### config.mk
export PLATFORM = sky130hd
export DESIGN_NAME = dmem_access_ctrl
export DESIGN_NICKNAME = d
export VERILOG_FILES = /design/src/rtl/dmem_access_ctrl.sv
export SDC_FILE = /design/constraint.sdc
export NUM_CORES = 1
export LEC_CHECK = 0
export ABC_CLOCK_PERIOD_IN_PS = 4600
export CORE_MARGIN = 2
export CORE_UTILIZATION = 39
export DETAILED_ROUTE_END_ITERATION = 8
export HOLD_SLACK_MARGIN = 0.15
export PLACE_DENSITY = 0.73
export REMOVE_ABC_BUFFERS = 1
export SLEW_MARGIN = 10
export SYNTH_ARGS = -nofsm -noshare
export SYNTH_HDL_FRONTEND = slang
export SYNTH_SLANG_ARGS = --single-unit
### constraint.sdc
create_clock -name clk -period 4.6 [get_ports clk]
set_input_delay 0.46 -clock clk [delete_from_list [all_inputs] [get_ports clk]]
set_output_delay 0.46 -clock clk [all_outputs]
set_load 0.03 [all_outputs]
### src/rtl/dmem_access_ctrl.sv
// MEM-stage data-memory controller: turns load/store intent into a registered
// read/write/resp handshake with the data cache and holds the pipeline until it completes.
module dmem_access_ctrl #(
    parameter int MAX_WAIT = 1024
) (
    input  logic        clk,
    input  logic        rst_n,
    input  logic        mem_valid,
    input  logic        mem_read_op,
    input  logic        mem_write_op,
    input  logic [2:0]  mem_funct3,
    input  logic [31:0] mem_alu_out,
    input  logic [31:0] mem_rs2_out,
    input  logic        pipe_adv,
    input  logic        dcache_resp,
    input  logic [31:0] dcache_rdata,
    output logic        dcache_read,
    output logic        dcache_write,
    output logic [31:0] dcache_address,
    output logic [31:0] dcache_wdata,
    output logic [3:0]  dcache_byte_enable,
    output logic        dmem_stall,
    output logic [31:0] wb_mem_rdata,
    output logic        misalign_err,
    output logic        timeout_err,
    output logic [1:0]  state_dbg
);

    typedef enum logic [1:0] {
        IDLE = 2'd0,
        BUSY = 2'd1,
        DONE = 2'd2
    } state_t;

    localparam int CNT_W = (MAX_WAIT > 0) ? $clog2(MAX_WAIT + 1) : 1;
    localparam logic [CNT_W-1:0] WAIT_LIMIT = CNT_W'(MAX_WAIT);

    // Cache handshake: a request (dcache_read or dcache_write) is raised at the
    // issue edge and held stable until the first cycle dcache_resp is sampled
    // high in BUSY; the request drops at that same edge. resp is ignored elsewhere.
    state_t           state;
    logic [CNT_W-1:0] wait_cnt;
    logic [1:0]       a;
    logic             op_live;
    logic             mis_raw;
    logic             req;
    logic [3:0]       st_be;
    logic [31:0]      st_wdata;

    assign a         = mem_alu_out[1:0];
    assign state_dbg = state;

    always_comb begin
        op_live = mem_valid & (mem_read_op | mem_write_op);
        case (mem_funct3[1:0])
            2'b00:   mis_raw = 1'b0;
            2'b01:   mis_raw = a[0];
            default: mis_raw = (a != 2'b00);
        endcase
        misalign_err = (state == IDLE) & op_live & mis_raw;
        req          = op_live & ~mis_raw;
        dmem_stall   = ((state == IDLE) & req) | (state == BUSY);

        case (mem_funct3[1:0])
            2'b00:   st_be = 4'b0001 << a;
            2'b01:   st_be = 4'b0011 << {a[1], 1'b0};
            default: st_be = 4'b1111;
        endcase
        st_wdata = mem_rs2_out << {a, 3'b000};
    end

    always_ff @(posedge clk or negedge rst_n) begin
        if (!rst_n) begin
            state              <= IDLE;
            dcache_read        <= 1'b0;
            dcache_write       <= 1'b0;
            dcache_address     <= 32'h0;
            dcache_wdata       <= 32'h0;
            dcache_byte_enable <= 4'b0000;
            wb_mem_rdata       <= 32'h0;
            timeout_err        <= 1'b0;
            wait_cnt           <= '0;
        end else begin
            case (state)
                IDLE: begin
                    if (req) begin
                        dcache_address <= {mem_alu_out[31:2], 2'b00};
                        wait_cnt       <= '0;
                        state          <= BUSY;
                        // A store wins when both op bits are set.
                        if (mem_write_op) begin
                            dcache_write       <= 1'b1;
                            dcache_wdata       <= st_wdata;
                            dcache_byte_enable <= st_be;
                        end else begin
                            dcache_read        <= 1'b1;
                            dcache_wdata       <= 32'h0;
                            dcache_byte_enable <= 4'b1111;
                        end
                    end
                end
                BUSY: begin
                    if (dcache_resp) begin
                        if (dcache_read) begin
                            wb_mem_rdata <= dcache_rdata;
                        end
                        dcache_read  <= 1'b0;
                        dcache_write <= 1'b0;
                        state        <= DONE;
                    end else if (MAX_WAIT > 0 && wait_cnt != WAIT_LIMIT) begin
                        // Counter saturates at the limit; the FSM keeps waiting.
                        wait_cnt <= wait_cnt + CNT_W'(1);
                        if (wait_cnt + CNT_W'(1) == WAIT_LIMIT) begin
                            timeout_err <= 1'b1;
                        end
                    end
                end
                DONE: begin
                    if (pipe_adv) begin
                        state <= IDLE;
                    end
                end
                default: state <= IDLE;
            endcase
        end
    end

endmodule

==> results of run 1 <==
## where the power goes
part	leakage, nW	total, W	switching (W)	internal, W
Clock	0.269	0.00127	0.000449	0.000822
Combinational	1.71	0.00203	0.00110	0.000924
Sequential	1.43	0.00153	0.000188	0.00134
## per-stage QoR
step | worst slack, ns | area, µm²
finish | 1.32 | 8120
global route | 1.11 | 8120
CTS | 1.27 | 8120
detailed placement | 1.29 | 7550
global placement | 1.29 | 7550
floorplan | 1.75 | 5180
## flip-flops by register name, indices dropped and copies added (netlist names)
| register | cells |
|---|---|
| state_dbg | 2 |
| wb_mem_rdata | 32 |
| dcache_read | 1 |
| dcache_wdata | 32 |
| dcache_write | 1 |
| dcache_byte_enable | 4 |
| wait_cnt | 11 |
| timeout_err | 1 |
| dcache_address | 30 |
## logic make-up (layout without fill, tap and decap cells)
| kind of cell | count (synthesis) | after routing | synth area share |
|---|---|---|---|
| AOI/OAI and AO/OA | 109 | 109 | 0.143 |
| xor gates and xnor gates | 3 | 3 | 0.00490 |
| adders and majority gates | 3 | 3 | 0.00700 |
| buffers and inverters | 47 | 260 | 0.0441 |
| DFF | 114 | 114 | 0.532 |
| muxes | 91 | 91 | 0.185 |
| other | 1 | 2 | 0.000699 |
| and+or+nand+nor | 85 | 85 | 0.0837 |
## worst paths after layout
kind,cells after the start,startpoint,endpoint
min in group clk,1,timeout_err,timeout_err
hold reg to reg,1,timeout_err,timeout_err
setup reg to reg,6,state_dbg[0],dcache_address[7]
hold / removal,2,rst_n,dcache_wdata[20]
setup / recovery,6,mem_write_op,dmem_stall
max in group asynchronous,2,rst_n,dcache_address[31]
## cells in the mapped netlist (6+ instances only)
master	instances
dfrtp_1	114
mux2_2	66
o21ai_0	51
nand2_1	38
mux2i_1	25
clkbuf_1	15
inv_1	11
buf_2	10
nand3_1	10
a41o_1	9
o31ai_1	9
o21a_1	8
o2bb2ai_1	8
nor2_1	6
o211ai_2	6
## routing by layer
layer	share of wire	track usage
met3	0.080	0.0710
met2	0.50	0.340
met5	0	0
met4	0.016	0.0697
met1	0.40	0.236
## layout make-up
type / count / area [µm²] / area share
Sequential cell: 114 / 2850 / 0.351
Tap cell: 176 / 220 / 0.0271
Multi-Input combinational cell: 293 / 2280 / 0.281
Inverter: 12 / 45.0 / 0.00555
Clock inverter: 8 / 105 / 0.0129
Clock buffer: 23 / 468 / 0.0576
Timing Repair Buffer: 217 / 2140 / 0.264
## worst reg2reg max path, delay by kind of cell (launching register included)
family	cells	cell delay (ns)
flops	1	0.41
simple gates	2	0.44
buf+inv	2	0.72
compound gates	1	0.08
mux	1	0.43
==> metrics.md, run 1 <==
| Metric | Value |
|---|---|
| H-tree depth | `4` |
| CP max FO | `36` |
| Largest net degree at the start of global routing | `65` |
| Post-CTS Setup Inserts | `0` |
| Synthesized area | `roughly 0.0054 mm²` |
| Most used DFF post-synth | `dfrtp_1` |
| CTS clk-pin slew, worst paths | `0.05 ns` |
| Post-layout min period | `3.28 ns` |
| Crit-path slowest cell | `clkdlybuf4s50_1` |
| Pwr dens | `594 mW/mm²` |
| Die Wd | `121 µm` |
| Crit-path cells | `clkdlybuf4s50_1 > o211ai_2 > buf_4 > or2_2 > o21ai_0 > clkdlybuf4s50_1` |
| WL/cell | `17.1 µm` |
| Commonest non-fill, non-tap cell in the layout | `clkdlybuf4s50_1` |
| Tcrit/Tclk final | `0.713` |
| Most frequent cells in the layout | `clkdlybuf4s50_1 (207), dfrtp_1 (114), mux2_2 (66), o21ai_0 (51), nand2_1 (38)` |
| Synth Register Bits | `roughly 110` |
| Starting Density | `0.402` |
| GRT Total Usage | `0.201` |
| CTS tree | `yes` |
| Synth Instances | `453` |
| Slew Limit Fails | `0` |
| Synth area leader | `dfrtp_1` |
| CTS buffer count | `17` |
| Crit. End Element | `output port` |
| Fin. Hold Viols | `0` |
| Fin nets | `approximately 760` |
| Number of hold buffers added after CTS | `0` |
| Clock sinks | `114` |
| Yosys cell types | `between 50 and 60` |
| Maximum clock path buffer count | `2` |
| Relative slew margins | `0.447` |
| Cts repair resizes | `0` |
| GRT overflow | `0` |
| R2r setup slk | `2.39 ns` |
| PortBufs | `209` |
| Final wirelength | `14.5 mm` |
| Initial antenna violation count | `0` |
| DR vias | `4391` |
| Worst Max-Slew Pin Slew | `between 0.8 and 0.9 ns` |
| N_diodes | `0` |
| DP Cell Count | `812` |
| Core ar. | `0.0133 mm²` |
| Root buffer cell | `clkbuf_16` |
| Max Cap Viol | `0` |
| Crit-path max cell delay | `0.64 ns` |
| CP bufs+invs | `3` |
| CP Class | `primary input to output port` |
| Overall power | `0.00483 W` |
| First-pass GRT wire length | `22.9 mm` |
| Sequential fraction of the synthesis area | `0.532` |
| Vias in the first global route | `4537` |
| P&R area growth vs syn | `51.4%` |
| Status | `completed` |
| Post-route ant nets | `0` |
| Async SR Flop Fraction | `1.00` |
| Number of synthesized flops with an enable pin | `0` |
| Skew-Pair Late Insertion Delay | `just over 0.4 ns` |
| Unrepaired setup endpoints after global routing | `false` |
| Avg Cell Area, Syn | `11.8 µm²` |
| CP Launch Type | `primary input` |
| Synth warn | `0` |
| F_max | `305 MHz` |
| Final setup fails | `0` |
| Crit path arrival time | `2.82 ns` |
| Post-DP HPWL | `10.3 mm` |
| CP dominant cell by count | `clkdlybuf4s50_1` |
| Worst vdd ir | `327 µV` |
| Worst Path Required | `4.14 ns` |
| Synth top area cells | `dfrtp_1 (53%), mux2_2 (14%), o21ai_0 (4.8%)` |
| Routability cong. | `0.859` |
| Leakage | `3.41 nW` |
| Number of fill cells | `1110` |
| Setup Total Neg Slack | `0 ns` |
| Vias per std cell | `5.21` |
| Die height | `121 µm` |
| DRC Markers | `0` |
| CP delay by family, top | `buffers and inverters` |
| Final Non-Filler Cells | `around 840` |
| Row cnt | `42` |
| Die area | `0.0147 mm²` |
| Share of post-route cells with drive strength above 1 | `0.187` |
| I/O pin count | `roughly 210` |
| Setup Skew | `0.00981 ns` |
| Drt pass-1 iters | `4` |
| Iteration-0 DRC count of the detailed router | `about 350` |
| Hold Path Class | `primary input to async pin` |
| WHS | `0.160 ns` |
| Area share of the leading cell type in the synthesized netlist | `0.532` |
| Final core utilization | `0.608` |
Power figures use the tool's default switching activity.
==> run 2: changes to the inputs <==
- ABC_CLOCK_PERIOD_IN_PS: 4600 -> 2820
- PLACE_DENSITY: 0.73 -> 0.76
- clock period: 4.6 -> 2.82 ns (I/O delays scaled with it)
==> run 2 against run 1 <==
Net effect: first-iteration DRC count down 9.5%; via count is 1.5% higher; worst setup slack worse by 1.1 ns; final cell count grew 0.71%; sequential share of layout area decreased by 0.52 points; clock skew down 0.0017 ns; die area is the same; sequential power grew 63%; non-clock buffer count increased by 5; clock power up 79%; core utilization up 0.91 points.
==> metrics.md, run 2 (same netlist as run 1, synthesis figures left out) <==
| Metric | Value |
|---|---|
| Die area | `0.0147 mm² (unchanged)` |
| Initial antenna violation count | `0 (unchanged)` |
| Hold Path Class | `primary input to flip-flop` |
| I/O pin count | `213 (unchanged)` |
| Number of hold buffers added after CTS | `1 (+1)` |
| Fin. Hold Viols | `0 (unchanged)` |
| Iteration-0 DRC count of the detailed router | `316 (-9.5%)` |
| Net Sw Frac | `0.351 (-0.00890)` |
| Logic pwr share | `0.411 (-0.009)` |
| Cell count along the critical path | `5 (-1)` |
| Final Non-Filler Cells | `849 (+0.71%)` |
| Final setup fails | `0 (unchanged)` |
| Fin nets | `769 (+0.65%)` |
| Skew-Pair Late Insertion Delay | `0.41 ns (about the same)` |
| Worst vdd ir | `635 µV (+94%)` |
| Largest net degree at the start of global routing | `115 (+77%)` |
| DP Cell Count | `816 (+0.49%)` |
| Slew Limit Fails | `0 (unchanged)` |
| Clock group share of total power | `0.280 (+0.017)` |
| GRT overflow | `0 (unchanged)` |
| Sequential Area | `0.00285 mm² (unchanged)` |
| Setup Skew | `0.00815 ns (-0.00165 ns)` |
| Crit path arrival time | `2.36 ns (-0.46 ns)` |
| CP max FO | `35 (-2.8%)` |
| Cts repair resizes | `0 (unchanged)` |
| N_diodes | `0 (unchanged)` |
| Status | `completed` |
| Die height | `121 µm (unchanged)` |
| Dpl cell area | `0.00760 mm² (+0.73%)` |
| CP Launch Type | `flip-flop` |
| P&R area growth vs syn | `53.6%` |
| CTS buffer count | `17 (unchanged)` |
| DR vias | `4456 (+1.5%)` |
| Tcrit/Tclk final | `0.935` |
| Unrepaired setup endpoints after global routing | `false` |
| Worst Path Required | `2.54 ns (-1.60 ns)` |
| WL/cell | `17.4 µm (+1.6%)` |
| DRC Markers | `0 (unchanged)` |
| Most frequent cells in the layout | `clkdlybuf4s50_1 (207), dfrtp_1 (114), mux2_2 (66), o21ai_0 (51), nand2_1 (38)` |
| Drt pass-1 iters | `5 (+1)` |
| Worst Max-Slew Pin Slew | `0.632 ns (-0.197 ns)` |
| CTS tree | `yes` |
| Starting Density | `0.402 (unchanged)` |
| H-tree depth | `4 (unchanged)` |
| PortBufs | `209 (unchanged)` |
| Pwr dens | `982 mW/mm² (+65%)` |
| Vias per std cell | `5.25 (+0.76%)` |
| Post-layout min period | `2.64 ns` |
| First-pass GRT wire length | `23.5 mm (+2.8%)` |
| CTS clk-pin slew, worst paths | `0.05 ns (about the same)` |
| Switch Pwr | `0.00284 W (+64%)` |
| CP delay by family, top | `buffers and inverters` |
| Routability cong. | `0.849 (-1.2%)` |
| Final core utilization | `0.617 (+0.00909)` |
| Commonest non-fill, non-tap cell in the layout | `clkdlybuf4s50_1` |
| Final wirelength | `14.8 mm (+2.3%)` |
| Post-CTS Setup Inserts | `0 (unchanged)` |
| Core ar. | `0.0133 mm² (unchanged)` |
| Setup Total Neg Slack | `0 ns (unchanged)` |
| Hold path depth | `2` |
| Clock sinks | `114 (unchanged)` |
| Multi-input logic area | `0.00228 mm² (unchanged)` |
| Row cnt | `42 (unchanged)` |
| Post-route ant nets | `0 (unchanged)` |
| Crit. End Element | `output port` |
| Max Cap Viol | `0 (unchanged)` |
| Biggest regs | `dcache_wdata x32, wb_mem_rdata x32, dcache_address x30` |
| F_max | `379 MHz` |
| Share of post-route cells with drive strength above 1 | `0.196 (+0.00873)` |
| Crit-path slowest cell | `clkdlybuf4s50_1` |
| Root buffer cell | `clkbuf_16` |
| CP Class | `flip-flop to output port` |
| CP bufs+invs | `2 (-1)` |
| Number of fill cells | `1080 (-2.7%)` |
| Crit-path cells | `nor2_1 > o211ai_2 > buf_4 > nor3_1 > clkdlybuf4s50_1` |
| Leakage | `3.48 nW (+2.0%)` |
| GRT Total Usage | `0.206 (+0.00542)` |
| Relative slew margins | `0.579 (+0.132)` |
| Maximum clock path buffer count | `2 (unchanged)` |
| Flop pwr share | `0.309 (-0.008)` |
| Internal power | `0.00525 W (+70%)` |
| Worst reg2reg path depth | `6 (unchanged)` |
| Vias in the first global route | `4748 (+4.7%)` |
| Design Area, Final | `0.00824 mm² (+1.5%)` |
| Crit-path max cell delay | `0.70 ns (+0.06 ns)` |
| Post-DP HPWL | `10.3 mm (about the same)` |
| Die Wd | `121 µm (unchanged)` |
-- run 2: cell count changes in the layout (fill, tap and decap cells not counted), moves of 2 or more --
| cell | delta |
|---|---|
| bufinv_16 | +2 |
| clkinv_4 | -2 |
| buf_12 | +2 |
| clkbuf_1 | -2 |
| clkinv_2 | +3 |
| buf_4 | +2 |
-- run 2: layout make-up --
| type | instances | area share |
|---|---|---|
| flip-flops and latches | 114 | 0.346 |
| multi-input cells | 293 | 0.277 |
| clock buffers | 22 | 0.0575 |
| well taps | 176 | 0.0267 |
| inverters | 12 | 0.00547 |
| repair buffers | 222 | 0.268 |
| clock inverters | 10 | 0.0188 |
-- run 2: stage by stage --
stage | setup WS [ns] | power, W | hold slack (ns)
5_1_grt | 0.0860 | 0.00847 | 0.458
6_report | 0.183 | 0.00809 | 0.446
2_1_floorplan | -0.0298 | 0.00429 | -0.0136
3_3_place_gp | 0.354 | 0.00578 | 0.413
3_5_place_dp | 0.362 | 0.00586 | 0.419
4_1_cts | 0.186 | 0.00818 | 0.438
-- run 2: routing by layer --
| layer | up-vias | track usage | part of all wire |
|---|---|---|---|
| met3 | 22 | 0.0714 | 0.085 |
| met1 | 2173 | 0.243 | 0.41 |
| met5 | - | 0 | 0 |
| met2 | 207 | 0.342 | 0.49 |
| met4 | 0 | 0.0855 | 0.019 |
| li1 | 2054 | - | - |
-- run 2: worst reg2reg max path: stages, from the launching register on --
cell,delay (ns)
dfrtp_1,0.44
nor2_1,0.15
o211ai_2,0.12
buf_4,0.27
nor2_4,0.26
buf_12,0.26
mux2_2,0.39
-- run 2: power by group through the flow --
stage | Combinational, W | Sequential (W) | Clock (W)
2_1_floorplan | 0.000730 | 0.00356 | 0
6_report | 0.00332 | 0.00250 | 0.00227
5_1_grt | 0.00349 | 0.00258 | 0.00240
3_3_place_gp | 0.00329 | 0.00249 | 0
4_1_cts | 0.00336 | 0.00251 | 0.00231
3_5_place_dp | 0.00334 | 0.00252 | 0
-- run 2: final timing paths --
kind / start / endpoint / slack [ns]
max: state_dbg[1] / misalign_err / 0.18
min: pipe_adv / state_dbg[1] / 0.45
max reg2reg: state_dbg[1] / dcache_address[27] / 0.81
min reg2reg: timeout_err / timeout_err / 0.49
max in group asynchronous: rst_n / wait_cnt[0] / 1.83
min in group asynchronous: rst_n / dcache_wdata[18] / 0.47
==> run 3: changes to the inputs <==
- GPL_TIMING_DRIVEN: not set -> 0
==> run 3 against run 2 <==
Net effect: worst setup slack better by 0.18 ns; fmax up 7.3%; via count down 1.0%; register-to-register slack worse by 0.20 ns; largest power group unchanged; final cell count down 1.1%; global-route usage down 0.51 points; first-iteration DRC count down 25%; critical path type unchanged; critical path depth down 1; sequential cell count unchanged; clock power down 16%; sequential share of layout area up 0.37 points.
==> metrics.md, run 3 (same netlist as run 1, synthesis figures left out) <==
| Metric | Value |
|---|---|
| Hold Path Class | `primary input to async pin` |
| WL/cell | `17.5 µm (+0.55%)` |
| PortBufs | `209 (unchanged)` |
| Design Area, Final | `0.00815 mm² (-1.1%)` |
| Root buffer cell | `clkbuf_16` |
| CTS buffer count | `17 (unchanged)` |
| Share of post-route cells with drive strength above 1 | `0.191 (-0.00487)` |
| Largest net degree at the start of global routing | `85 (-26%)` |
| F_max | `407 MHz (+7.3%)` |
| Die Wd | `121 µm (unchanged)` |
| Initial antenna violation count | `0 (unchanged)` |
| Overall power | `0.00773 W (-4.4%)` |
| Skew-Pair Late Insertion Delay | `0.41 ns (about the same)` |
| P&R area growth vs syn | `52.0%` |
| CP Class | `flip-flop to output port` |
| Final Non-Filler Cells | `840 (-1.1%)` |
| Routability cong. | `0.826 (-2.6%)` |
| Slew Limit Fails | `0 (unchanged)` |
| Final WS setup | `0.363 ns (+0.180 ns)` |
| H-tree depth | `4 (unchanged)` |
| Final wirelength | `14.7 mm (-0.51%)` |
| Vias per std cell | `5.25 (about the same)` |
| Max Cap Viol | `0 (unchanged)` |
| Die area | `0.0147 mm² (unchanged)` |
| CTS clk-pin slew, worst paths | `0.05 ns (about the same)` |
| Die height | `121 µm (unchanged)` |
| I/O pin count | `213 (unchanged)` |
| DRC Markers | `0 (unchanged)` |
| Commonest non-fill, non-tap cell in the layout | `clkdlybuf4s50_1` |
| Maximum clock path buffer count | `2 (unchanged)` |
| Vias in the first global route | `4636 (-2.4%)` |
| Biggest regs | `dcache_wdata x32, wb_mem_rdata x32, dcache_address x30` |
| Core ar. | `0.0133 mm² (unchanged)` |
| GRT Total Usage | `0.201 (-0.00512)` |
| Starting Density | `0.402 (unchanged)` |
| Fin nets | `762 (-0.91%)` |
| Post-DP HPWL | `10.2 mm (-0.81%)` |
| Tcrit/Tclk final | `0.871 (-0.0637)` |
| First-pass GRT wire length | `22.8 mm (-2.9%)` |
| Drt pass-1 iters | `4 (-1)` |
| Setup Total Neg Slack | `0 ns (unchanged)` |
| Leakage | `3.44 nW (-1.1%)` |
| CP Launch Type | `flip-flop` |
| Worst vdd ir | `515 µV (-19%)` |
| R2R Path End | `dcache_address[19]` |
| Clock sinks | `114 (unchanged)` |
| Crit path arrival time | `2.18 ns (-0.18 ns)` |
| Final setup fails | `0 (unchanged)` |
| Worst reg2reg path depth | `6 (unchanged)` |
| Worst Path Required | `2.54 ns (about the same)` |
| Status | `completed` |
| Unrepaired setup endpoints after global routing | `false` |
| Row cnt | `42 (unchanged)` |
| Post-route ant nets | `0 (unchanged)` |
| Pwr dens | `948 mW/mm² (-3.4%)` |
| Crit. End Element | `output port` |
| Worst Max-Slew Pin Slew | `0.922 ns (+0.290 ns)` |
| DP Cell Count | `807 (-1.1%)` |
| Post-Place Worst Slack | `-1.19 ns (-1.56 ns)` |
| R2r setup slk | `0.61 ns (-0.20 ns)` |
| Setup Skew | `0.00489 ns (-0.00326 ns)` |
| N_diodes | `0 (unchanged)` |
| Fin. Hold Viols | `0 (unchanged)` |
| Dpl cell area | `0.00758 mm² (-0.23%)` |
| Relative slew margins | `0.384 (-0.195)` |
| Reg2reg start | `state_dbg[1]` |
| CP max FO | `8 (-77%)` |
| CTS tree | `yes` |
| DR vias | `4410 (-1.0%)` |
| Iteration-0 DRC count of the detailed router | `237 (-25%)` |
| Post-layout min period | `2.46 ns (-0.180 ns)` |
| GRT overflow | `0 (unchanged)` |
| Most frequent cells in the layout | `clkdlybuf4s50_1 (204), dfrtp_1 (114), mux2_2 (66), o21ai_0 (51), nand2_1 (38)` |
## run 3: layout make-up
class                   count  area (µm²)
fillers                  1112        5190
clock inverters             6        30.0
multi-input cells         294        2320
repair buffers            214        2190
well taps                 176         220
clock buffers              24         502
flip-flops and latches    114        2850
inverters                  12        45.0
## run 3: power by group
group / switching (W) / internal (W)
clock: 0.000689 / 0.00122
sequential: 0.000307 / 0.00219
combinational: 0.00181 / 0.00152
total: 0.00280 / 0.00493
## run 3: repair_timing
item | in CTS | in global routing
resized for setup | 8 | 2
endpoints found under the setup margin | 8 | 1
buffers inserted | 1 | 0
hold endpoints to repair | 47 | 0
hold buffers | 1 | 0
pin swaps | 1 | 0
cloned | 1 | 0
## run 3: worst max-delay path by stage
stage | startpoint | endpoint | depth (start not counted)
2_1_floorplan | state_dbg[1] | dcache_address[10] | 4
3_3_place_gp | rst_n | dcache_address[17] | 1
3_5_place_dp | mem_alu_out[1] | dmem_stall | 6
4_1_cts | mem_alu_out[1] | dmem_stall | 6
5_1_grt | state_dbg[1] | misalign_err | 4
6_report | state_dbg[1] | misalign_err | 4
## run 3: through the flow
stage           util  hold WS, ns
6_report       0.611        0.324
4_1_cts        0.610        0.322
3_5_place_dp   0.568        0.177
3_3_place_gp   0.561        0.469
5_1_grt        0.611        0.353
2_1_floorplan      -      -0.0136
## run 3: critical path: stages (launching register included)
cell and delay (ns):
dfrtp_1 0.43, nor2_1 0.19, o211ai_4 0.18, nor3_1 0.23, clkdlybuf4s50_1 0.74
## run 3: metal layers
layer	vias to the layer above	routed length (µm)	part of all wire	global-route usage
met5	-	0	0	0
li1	2039	-	-	-
met4	0	318	0.022	0.0841
met1	2137	6040	0.41	0.238
met3	26	1210	0.082	0.0620
met2	208	7150	0.49	0.338
